==> config.mk <==
export PLATFORM = sky130hd
export DESIGN_NAME = histogram_ctrl_flat
export DESIGN_NICKNAME = d
export VERILOG_FILES = /design/src/rtl/histogram_pkg.sv /design/src/rtl/histogram_ctrl_if.sv /design/src/rtl/histogram_rmw.sv /design/src/rtl/histogram_ctrl.sv /design/src/flat_wrapper.sv
export SDC_FILE = /design/constraint.sdc
export NUM_CORES = 1
export LEC_CHECK = 0
export ABC_AREA = 0
export ABC_CLOCK_PERIOD_IN_PS = 2700
export BUFFER_PORTS_ARGS = -buffer_cell sky130_fd_sc_hd__buf_2
export CORE_AREA = 5 5 81 83
export DETAILED_ROUTE_END_ITERATION = 12
export DIE_AREA = 0 0 86 88
export PLACE_DENSITY = 0.82
export SYNTH_ARGS = -nofsm -noshare
export SYNTH_HDL_FRONTEND = slang
export SYNTH_SLANG_ARGS = --single-unit
==> constraint.sdc <==
create_clock -name clk -period 2.7 [get_ports clk]
set_clock_uncertainty 0.15 [all_clocks]
set_input_delay 0.405 -clock clk [delete_from_list [all_inputs] [get_ports clk]]
set_output_delay 0.405 -clock clk [all_outputs]
set_load 0.02 [all_outputs]
==> src/rtl/histogram_pkg.sv <==
// Shared state encoding, default widths and the bin-counter increment rule
// for the histogram accumulation controller.
package histogram_pkg;

   localparam int unsigned DEF_BIN_W = 8;
   localparam int unsigned DEF_CNT_W = 8;

   typedef enum logic [2:0] {
      IDLE,
      CLEAR,
      ACCUM,
      DRAIN,
      RO_ISSUE,
      RO_HOLD
   } histState_e;

   // A counter at its maximum either holds (saturate) or wraps to zero.
   function automatic logic [31:0] bumpCount(input logic [31:0] oldCount,
                                             input int unsigned cntW,
                                             input logic saturate);
      logic [31:0] maxVal;
      maxVal = (32'd1 << cntW) - 32'd1;
      if (oldCount == maxVal) begin
         bumpCount = saturate ? maxVal : 32'd0;
      end else begin
         bumpCount = oldCount + 32'd1;
      end
   endfunction

endpackage

==> src/rtl/histogram_ctrl_if.sv <==
// Sample, readout, status and RAM signals of the histogram controller.
// The controller connects through slave; the environment through master.
interface histogram_ctrl_if import histogram_pkg::*; #(
   parameter int BIN_W = DEF_BIN_W,
   parameter int CNT_W = DEF_CNT_W
);
   logic             start;
   logic             stop;
   logic             s_valid;
   logic [BIN_W-1:0] s_data;
   logic             s_ready;
   logic             m_valid;
   logic [BIN_W-1:0] m_bin;
   logic [CNT_W-1:0] m_count;
   logic             m_ready;
   logic             busy;
   logic             done;
   logic             overflow;
   logic [BIN_W-1:0] ram_rd_addr;
   logic [CNT_W-1:0] ram_rd_data;
   logic             ram_wr_en;
   logic [BIN_W-1:0] ram_wr_addr;
   logic [CNT_W-1:0] ram_wr_data;

   modport slave (
      input  start, stop, s_valid, s_data, m_ready, ram_rd_data,
      output s_ready, m_valid, m_bin, m_count, busy, done, overflow,
             ram_rd_addr, ram_wr_en, ram_wr_addr, ram_wr_data
   );

   modport master (
      output start, stop, s_valid, s_data, m_ready, ram_rd_data,
      input  s_ready, m_valid, m_bin, m_count, busy, done, overflow,
             ram_rd_addr, ram_wr_en, ram_wr_addr, ram_wr_data
   );
endinterface

==> src/rtl/histogram_rmw.sv <==
// Read-modify-write pipeline for sample accumulation: read on accept, write the
// incremented count one cycle later, forwarding across the RAM's read/write collision.
module histogram_rmw import histogram_pkg::*; #(
   parameter int BIN_W    = DEF_BIN_W,
   parameter int CNT_W    = DEF_CNT_W,
   parameter bit SATURATE = 1'b1
) (
   input  logic             clk,
   input  logic             rst,
   input  logic             accept_i,
   input  logic [BIN_W-1:0] bin_i,
   output logic [BIN_W-1:0] rdAddr_o,
   input  logic [CNT_W-1:0] rdData_i,
   output logic             wrEn_o,
   output logic [BIN_W-1:0] wrAddr_o,
   output logic [CNT_W-1:0] wrData_o,
   output logic             ovf_o
);
   logic             vld_q;
   logic [BIN_W-1:0] bin_q;
   logic             fwd_q;
   logic [CNT_W-1:0] fwdData_q;
   logic             fwd_d;
   logic [CNT_W-1:0] oldCount;
   logic [CNT_W-1:0] newCount;

   // The RAM returns stale data when the bin being written is read in the same
   // cycle, so that read is replaced by the value we just wrote.
   always_comb begin
      fwd_d    = accept_i && vld_q && (bin_i == bin_q);
      oldCount = fwd_q ? fwdData_q : rdData_i;
      newCount = CNT_W'(bumpCount(32'(oldCount), CNT_W, SATURATE));
   end

   always_ff @(posedge clk or posedge rst) begin
      if (rst) begin
         vld_q     <= 1'b0;
         bin_q     <= '0;
         fwd_q     <= 1'b0;
         fwdData_q <= '0;
      end else begin
         vld_q     <= accept_i;
         fwd_q     <= fwd_d;
         fwdData_q <= newCount;
         if (accept_i) begin
            bin_q <= bin_i;
         end
      end
   end

   assign rdAddr_o = bin_i;
   assign wrEn_o   = vld_q;
   assign wrAddr_o = vld_q ? bin_q : '0;
   assign wrData_o = vld_q ? newCount : '0;
   assign ovf_o    = vld_q && (oldCount == '1);

endmodule

==> src/rtl/histogram_ctrl.sv <==
// Histogram session sequencer: clears every bin, accumulates samples through the
// RMW pipeline, then streams each bin to the consumer with a valid/ready handshake.
module histogram_ctrl import histogram_pkg::*; #(
   parameter int BIN_W    = DEF_BIN_W,
   parameter int CNT_W    = DEF_CNT_W,
   parameter bit SATURATE = 1'b1
) (
   input logic             clk,
   input logic             rst,
   histogram_ctrl_if.slave bus
);
   histState_e       state_q, state_d;
   logic [BIN_W-1:0] clrCnt_q, clrCnt_d;
   logic [BIN_W-1:0] roCnt_q, roCnt_d;
   logic             overflow_q, overflow_d;
   logic             done_q, done_d;
   logic             holdFirst_q;
   logic [CNT_W-1:0] roData_q;
   logic             accept;
   logic [BIN_W-1:0] rmwRdAddr;
   logic             rmwWrEn;
   logic [BIN_W-1:0] rmwWrAddr;
   logic [CNT_W-1:0] rmwWrData;
   logic             rmwOvf;

   histogram_rmw #(.BIN_W(BIN_W), .CNT_W(CNT_W), .SATURATE(SATURATE)) uRmw (
      .clk      (clk),
      .rst      (rst),
      .accept_i (accept),
      .bin_i    (bus.s_data),
      .rdAddr_o (rmwRdAddr),
      .rdData_i (bus.ram_rd_data),
      .wrEn_o   (rmwWrEn),
      .wrAddr_o (rmwWrAddr),
      .wrData_o (rmwWrData),
      .ovf_o    (rmwOvf)
   );

   always_comb begin
      state_d    = state_q;
      clrCnt_d   = clrCnt_q;
      roCnt_d    = roCnt_q;
      overflow_d = overflow_q | rmwOvf;
      done_d     = 1'b0;
      accept     = 1'b0;
      case (state_q)
         IDLE: begin
            if (bus.start) begin
               state_d    = CLEAR;
               clrCnt_d   = '0;
               overflow_d = 1'b0;
            end
         end
         CLEAR: begin
            clrCnt_d = clrCnt_q + BIN_W'(1);
            if (clrCnt_q == '1) begin
               state_d = ACCUM;
            end
         end
         ACCUM: begin
            accept = bus.s_valid;
            if (bus.stop) begin
               state_d = DRAIN;
            end
         end
         DRAIN: begin
            roCnt_d = '0;
            state_d = RO_ISSUE;
         end
         RO_ISSUE: begin
            state_d = RO_HOLD;
         end
         RO_HOLD: begin
            if (bus.m_ready) begin
               if (roCnt_q == '1) begin
                  done_d  = 1'b1;
                  state_d = IDLE;
               end else begin
                  roCnt_d = roCnt_q + BIN_W'(1);
                  state_d = RO_ISSUE;
               end
            end
         end
         default: begin
            state_d = IDLE;
         end
      endcase
   end

   // The read data is live on the first hold cycle only, so it is latched then
   // and served from the register for as long as the consumer stalls.
   always_ff @(posedge clk or posedge rst) begin
      if (rst) begin
         state_q     <= IDLE;
         clrCnt_q    <= '0;
         roCnt_q     <= '0;
         overflow_q  <= 1'b0;
         done_q      <= 1'b0;
         holdFirst_q <= 1'b0;
         roData_q    <= '0;
      end else begin
         state_q     <= state_d;
         clrCnt_q    <= clrCnt_d;
         roCnt_q     <= roCnt_d;
         overflow_q  <= overflow_d;
         done_q      <= done_d;
         holdFirst_q <= (state_q == RO_ISSUE);
         if (holdFirst_q) begin
            roData_q <= bus.ram_rd_data;
         end
      end
   end

   assign bus.s_ready     = (state_q == ACCUM);
   assign bus.busy        = (state_q != IDLE);
   assign bus.done        = done_q;
   assign bus.overflow    = overflow_q;
   assign bus.m_valid     = (state_q == RO_HOLD);
   assign bus.m_bin       = (state_q == RO_HOLD) ? roCnt_q : '0;
   assign bus.m_count     = (state_q != RO_HOLD) ? '0 :
                            (holdFirst_q ? bus.ram_rd_data : roData_q);
   assign bus.ram_rd_addr = (state_q == ACCUM) ? rmwRdAddr :
                            ((state_q == RO_ISSUE) || (state_q == RO_HOLD)) ? roCnt_q : '0;
   assign bus.ram_wr_en   = (state_q == CLEAR) || rmwWrEn;
   assign bus.ram_wr_addr = (state_q == CLEAR) ? clrCnt_q : rmwWrAddr;
   assign bus.ram_wr_data = (state_q == CLEAR) ? '0 : rmwWrData;

endmodule

==> src/flat_wrapper.sv <==
// flat-port wrapper written by rule: the top's interface ports become plain ports
module histogram_ctrl_flat import histogram_pkg::*;
#(
   parameter int BIN_W    = DEF_BIN_W,
   parameter int CNT_W    = DEF_CNT_W,
   parameter bit SATURATE = 1'b1
)
  (clk, rst, bus_start, bus_stop, bus_s_valid, bus_s_data, bus_m_ready, bus_ram_rd_data, bus_s_ready, bus_m_valid, bus_m_bin, bus_m_count, bus_busy, bus_done, bus_overflow, bus_ram_rd_addr, bus_ram_wr_en, bus_ram_wr_addr, bus_ram_wr_data);
  histogram_ctrl_if #(.BIN_W(BIN_W), .CNT_W(CNT_W)) bus_i ();
  input logic clk;
  input logic rst;
  input wire logic [$bits(bus_i.start)-1:0] bus_start;
  input wire logic [$bits(bus_i.stop)-1:0] bus_stop;
  input wire logic [$bits(bus_i.s_valid)-1:0] bus_s_valid;
  input wire logic [$bits(bus_i.s_data)-1:0] bus_s_data;
  input wire logic [$bits(bus_i.m_ready)-1:0] bus_m_ready;
  input wire logic [$bits(bus_i.ram_rd_data)-1:0] bus_ram_rd_data;
  output wire logic [$bits(bus_i.s_ready)-1:0] bus_s_ready;
  output wire logic [$bits(bus_i.m_valid)-1:0] bus_m_valid;
  output wire logic [$bits(bus_i.m_bin)-1:0] bus_m_bin;
  output wire logic [$bits(bus_i.m_count)-1:0] bus_m_count;
  output wire logic [$bits(bus_i.busy)-1:0] bus_busy;
  output wire logic [$bits(bus_i.done)-1:0] bus_done;
  output wire logic [$bits(bus_i.overflow)-1:0] bus_overflow;
  output wire logic [$bits(bus_i.ram_rd_addr)-1:0] bus_ram_rd_addr;
  output wire logic [$bits(bus_i.ram_wr_en)-1:0] bus_ram_wr_en;
  output wire logic [$bits(bus_i.ram_wr_addr)-1:0] bus_ram_wr_addr;
  output wire logic [$bits(bus_i.ram_wr_data)-1:0] bus_ram_wr_data;
  assign bus_i.start = bus_start;
  assign bus_i.stop = bus_stop;
  assign bus_i.s_valid = bus_s_valid;
  assign bus_i.s_data = bus_s_data;
  assign bus_i.m_ready = bus_m_ready;
  assign bus_i.ram_rd_data = bus_ram_rd_data;
  assign bus_s_ready = bus_i.s_ready;
  assign bus_m_valid = bus_i.m_valid;
  assign bus_m_bin = bus_i.m_bin;
  assign bus_m_count = bus_i.m_count;
  assign bus_busy = bus_i.busy;
  assign bus_done = bus_i.done;
  assign bus_overflow = bus_i.overflow;
  assign bus_ram_rd_addr = bus_i.ram_rd_addr;
  assign bus_ram_wr_en = bus_i.ram_wr_en;
  assign bus_ram_wr_addr = bus_i.ram_wr_addr;
  assign bus_ram_wr_data = bus_i.ram_wr_data;
  histogram_ctrl #(.BIN_W(BIN_W), .CNT_W(CNT_W), .SATURATE(SATURATE)) u_core (.clk(clk), .rst(rst), .bus(bus_i));
endmodule
==> Yosys cells after proc, flatten, opt, wreduce, memory -nomap -nowiden <==
Index checks and enable logic that the tools add are counted.
{ "totals": {"register_bits": 48, "latch_bits": 0, "ramBits": 0, "rom_bits": 0, "input_bits": 22, "out_inout_bits": 46, "elab_cells": 70, "memories": 0} }
{ "classes": {"addsub": 3, "n_mul": 0, "n_div": 0, "order_cmp": 0, "n_eq_ne": 15, "n_shift": 0, "muxes": 28, "bitwise": 1, "n_reduce_logical": 12} }
{ "op_table": {"columns": ["operator", "count"], "rows": [
  ["8-bit two-way mux", 14],
  ["8-bit one-hot mux with 2 select lines", 2],
  ["8-bit by 1-bit adder with 8-bit output (second input constant)", 3],
  ["8-bit equality test (second input constant)", 3],
  ["3-bit one-hot mux with 6 select lines", 1],
  ["3-bit two-way mux", 5],
  ["8-bit equality test", 1],
  ["2-bit != test (second input constant)", 4],
  ["3-bit by 2-bit equality test with 1-bit output (second input constant)", 2],
  ["3-bit equality test (second input constant)", 2],
  ["1-bit two-way mux", 6],
  ["4-bit AND reduction", 1],
  ["2-bit nonzero test", 2],
  ["3-bit by 1-bit equality test with 1-bit output (second input constant)", 1],
  ["1-bit logical AND", 3],
  ["3-bit zero test", 1],
  ["3-bit != test (second input constant)", 1],
  ["3-bit AND reduction", 1],
  ["3-bit nonzero test", 1],
  ["1-bit logical OR", 2],
  ["2-bit by 1-bit != test with 1-bit output (second input constant)", 1],
  ["2-bit AND reduction", 1],
  ["1-bit OR", 1]
]} }

==> Longest topological paths before layout <==
{ "depth": {"word_depth": 6, "mapped_depth": 8, "mapped_depth_nobuf": 6} }

==> Modules after synthesis <==
Synthesis repeated with hierarchy kept, for this count alone.
{ "unflattened": {"cells_unflattened": 336, "area_unflattened_um2": 3088.0} }
{ "by_module_without_submodules": {"columns": ["mod", "instances", "cells_each", "area_each_um2", "seq_area_each_um2"], "rows": [
  ["histogram_ctrl", 1, 226, 1914.3, 750.7],
  ["histogram_rmw", 1, 110, 1173.6, 450.4]
]} }

==> Worst setup path after synthesis <==
Ideal clock, no wire load.
{ "synth_path": {"kind": "reg2out", "from": "register u_core.uRmw.fwd_q", "to": "output bus_ram_wr_data[6]", "t_arrival_ns": 2.177, "t_required_ns": 2.145, "setup_slack_ns": -0.032, "path_stages_with_launch": 9, "n_path_buf": 2, "cell_sequence": "dfrtp_1 -> buf_6 -> buf_6 -> mux2_2 -> ha_1 -> nand4b_1 -> a21oi_2 -> a221oi_1 -> a311oi_1"} }
{ "synth_between": {"elab_chain_len": 5, "elab_cells_between_ends": 6, "classes_between": "add/sub (1); eq/ne (1); mux (4)"} }
{ "synth_lines": {"columns": ["element", "line_no", "source"], "rows": [
  ["start: declaration", "histogram_rmw.sv:21", "logic fwd_q;"],
  ["start signal: assignment", "histogram_rmw.sv:43", "fwd_q <= fwd_d;"],
  ["8-bit two-way mux (*)", "histogram_rmw.sv:31", "oldCount = fwd_q ? fwdData_q : rdData_i;"],
  ["8-bit by 1-bit adder with 8-bit output or 8-bit equality test (tied branches)", "histogram_pkg.sv:26, histogram_pkg.sv:23", null],
  ["8-bit two-way mux (*)", "histogram_pkg.sv:23", "if (oldCount == maxVal) begin"],
  ["8-bit two-way mux (*)", "histogram_rmw.sv:54", "assign wrData_o = vld_q ? newCount : '0;"],
  ["8-bit two-way mux (*)", "histogram_ctrl.sv:126", "assign bus.ram_wr_data = (state_q == CLEAR) ? '0 : rmwWrData;"],
  ["end: declaration", "flat_wrapper.sv:28", "output wire logic [$bits(bus_i.ram_wr_data)-1:0] bus_ram_wr_data;"]
]} }
Mark *: on every way between the ends. The rest lies on a longest branch, timed or not.

==> Final worst setup path <==
{ "layout_path": {"from": "register u_core.uRmw.fwd_q", "to": "output bus_ram_wr_data[7]"} }
The elaborated chain is that of the path after synthesis.

==> impl_metrics.ini <==
[yosys]
synthesis.area_um2 = 2790
ys_warn_count = 0
ys_seq_elements = 48
synthAdderAreaFrac_pct = 1.35
synth_top_area_share_pct = 43.1
synth_edf_count = 0
synth_cell_type_count = 54
yosysSeqAreaShare_pct = 43.1
yosys.area_share.xor_xnor_pct = 3.77
avgSynthCellArea_um2 = 9.65
synth_top_area_cell = dfrtp_1
synth_top_family_by_area = simple AND/OR/NAND/NOR gates
synthSimpleGateAreaFrac_pct = 24.8
synth_area_leaders = dfrtp_1, mux2_2, nand2_1, and2_1, o21ai_0
syn_nets = 314
ys.flop_type = dfrtp_1
async_flop_share_pct = 100
synthCells = 289
synth-compound-area-share_pct = 14.4
synthMuxAreaShare_pct = 9.11

[timing]
fmax_ghz = 0.358
min_period_ns = 2.80
hold_viol_final = 0
fin_hold_ws_ns = 0.189
worst_slack_ns = -0.0969
fin_crit_sh_pct = 104
slew_headroom_pct = 70.5
worst_slew_pin_slew_ns = 0.442
setup_viol_count_final = 4
rsz0062_at_grt = true
drv_slew = 0

[global_routing]
grt_usage_pct = 19.8
antenna_found_initial = 0
grt_max_degree = 49
first_global_vias = 2482
grt_pass1_wl_mm = 12.0
grt-ovfl-total = 0

[place]
gp_congestion = 0.889
place_area_um2 = 3230
port_buffers = 67
dp_cells = 426
dp.final_hpwl_mm = 5.38

[power]
powerDensity_nw_per_um2 = 970
sw_frac_of_total_pct = 46.2
pwr-share-clk_pct = 12.2
netSwitchingPower_mw = 1.56
seqPwrFrac_pct = 33.7
finalPower_mw = 3.37
vdd_drop_max_mv = 0.738
p_comb_share_pct = 54.2
power.internal_mw = 1.81
leakage_nw = 1.63

[drt]
wl_per_cell_um = 17.1
drt_iter0_markers = 173
drcViolationCount = 0
dr.pass1.iters = 4
wl_mm = 7.58
ant_nets = 0
dr_total_vias = 2571
vias_per_cell = 5.80

[finish]
drive_above_1_share_pct = 37.0
final_nets = 393
area_delta_synth_final_pct = 24.7
fin_cells = 443
fin_util_pct = 60.2
n_antenna_cell = 0
finalInstanceArea_um2 = 3480

[die]
die_h_um = 88
core_area_um2 = 5780
rows = 28
die_area_um2 = 7570
io_pins = 68
start_util_pct = 48.2
die_x_um = 86

[clock_network]
tritoncts = yes
clockBufferDepth = 2
clock_latency_ns = 0.31
path_clk_slew_ns = 0.09
htreeDepth = 2
clock_tree.root_cell = clkbuf_8
cts_num_sinks = 48
numCtsBuffers = 5

[critical_path]
endpoint_kind = output pin
worstSetupStartpointType = flop
crit_required_ns = 2.14
rrSetupSlack_ns = 0.56
path_class = flop to output pin
cp_max_fo = 13
worst_ep_arrival_time_ns = 2.24

[flow_run]
cap_violations = 0

[status]
violations = negative setup slack
status = complete, but fails checks

[worst_hold_path]
hp-class = input pin to flop
==> kinds of logic after synthesis <==
kind of cell / after synthesis
buffers and inverters: 20
flip-flops: 48
AO/OA/AOI/OAI: 59
AND/OR/NAND/NOR: 124
XOR/XNOR: 12
adder cells (fa/ha/maj): 3
multiplexers: 23
==> cell usage in the layout (no fill, tap or decap), drive strengths merged, types with 6 or more instances in the layout <==
cell type / n
clkbuf: 6
nand2: 37
nand3: 18
mux2: 19
a21oi: 8
a22o: 6
nor2: 12
a31oi: 7
buf: 84
and2: 16
xnor2: 10
o21ai: 20
nor3b: 6
dfrtp: 48
==> power by group through the flow <==
| stage | Clock, mW | Sequential, mW | Combinational [mW] |
|---|---|---|---|
| after floorplan | 0 | 1.06 | 1.27 |
| after global placement | 0 | 1.13 | 1.72 |
| after detailed placement | 0 | 1.14 | 1.75 |
| after CTS | 0.415 | 1.13 | 1.77 |
| after global routing | 0.448 | 1.17 | 2.00 |
| final | 0.410 | 1.14 | 1.83 |
==> critical path, stage by stage (launching register included) <==
cell,delay (ns)
dfrtp_2,0.46
buf_6,0.17
nand4b_1,0.27
a211oi_2,0.36
a21boi_1,0.14
a311oi_1,0.30
buf_2,0.23
==> cell type report <==
type                    instances  area (um^2)
clock buffers                   6         72.6
clock inverters                 1         5.00
fillers                       515         2300
inverters                       6         26.3
multi-input cells             221         1560
flip-flops and latches         48         1200
well taps                      75         93.8
repair buffers                 85          512
repair inverters                1         5.00
==> worst paths after layout <==
path,endpoint,cells after the start,start
max,bus_ram_wr_data[7],6,u_core.uRmw.fwd_q$_DFF_PP0_
min,u_core.state_q[0]$_DFFE_PP0P_,2,bus_stop
max reg2reg,u_core.roCnt_q[4]$_DFFE_PP0P_,5,u_core.roCnt_q[0]$_DFFE_PP0P_
min reg2reg,u_core.roData_q[4]$_DFF_PP0_,1,u_core.roData_q[4]$_DFF_PP0_
min in group asynchronous,u_core.roCnt_q[2]$_DFFE_PP0P_,4,rst
max in group asynchronous,u_core.uRmw.fwd_q$_DFF_PP0_,4,rst
==> per-stage QoR <==
step                setup TNS (ns)  setup slack (ns)
global route                -0.803            -0.123
floorplan                        0            0.0844
global placement                 0             0.233
finish                      -0.160           -0.0969
CTS                        -0.0186           -0.0186
detailed placement               0             0.137
==> registers in the layout (all words and copies together), names as in the netlist <==
name / flops
u_core.clrCnt_q: 8
u_core.uRmw.fwd_q: 1
u_core.uRmw.fwdData_q: 8
u_core.roCnt_q: 8
u_core.bus.overflow: 1
u_core.uRmw.wrEn_o: 1
u_core.uRmw.bin_q: 8
u_core.holdFirst_q: 1
u_core.roData_q: 8
u_core.bus.done: 1
u_core.state_q: 3
==> Yosys cell counts, types with 5 or more instances <==
cell type / instances
buf_2: 5
a31oi_1: 7
a22o_1: 6
a21oi_1: 6
nand2_1: 37
dfrtp_1: 48
and2_1: 15
nand3_1: 17
inv_1: 6
nor3b_1: 5
mux2_2: 19
nor2_1: 12
xnor2_1: 10
nor3_1: 5
clkbuf_1: 5
o21ai_0: 18
==> timing repair <==
item                                    4_1_cts  5_1_grt
resized for setup                             7       18
endpoints found under the hold margin        48        0
pin swaps                                     4        5
gates cloned                                  0        1
endpoints found under the setup margin        8       17
hold buffers                                  1        0
setup buffers                                 6        2
==> layer usage <==
metal	part of all wire (%)	vias to the layer above	global-route usage, %
li1	-	1196	-
met1	44	1254	26.8
met2	48	109	32.0
met3	7.0	12	3.48
met4	1.3	0	7.19
met5	0	-	0
No activity file was read; power rests on OpenSTA's default activity.
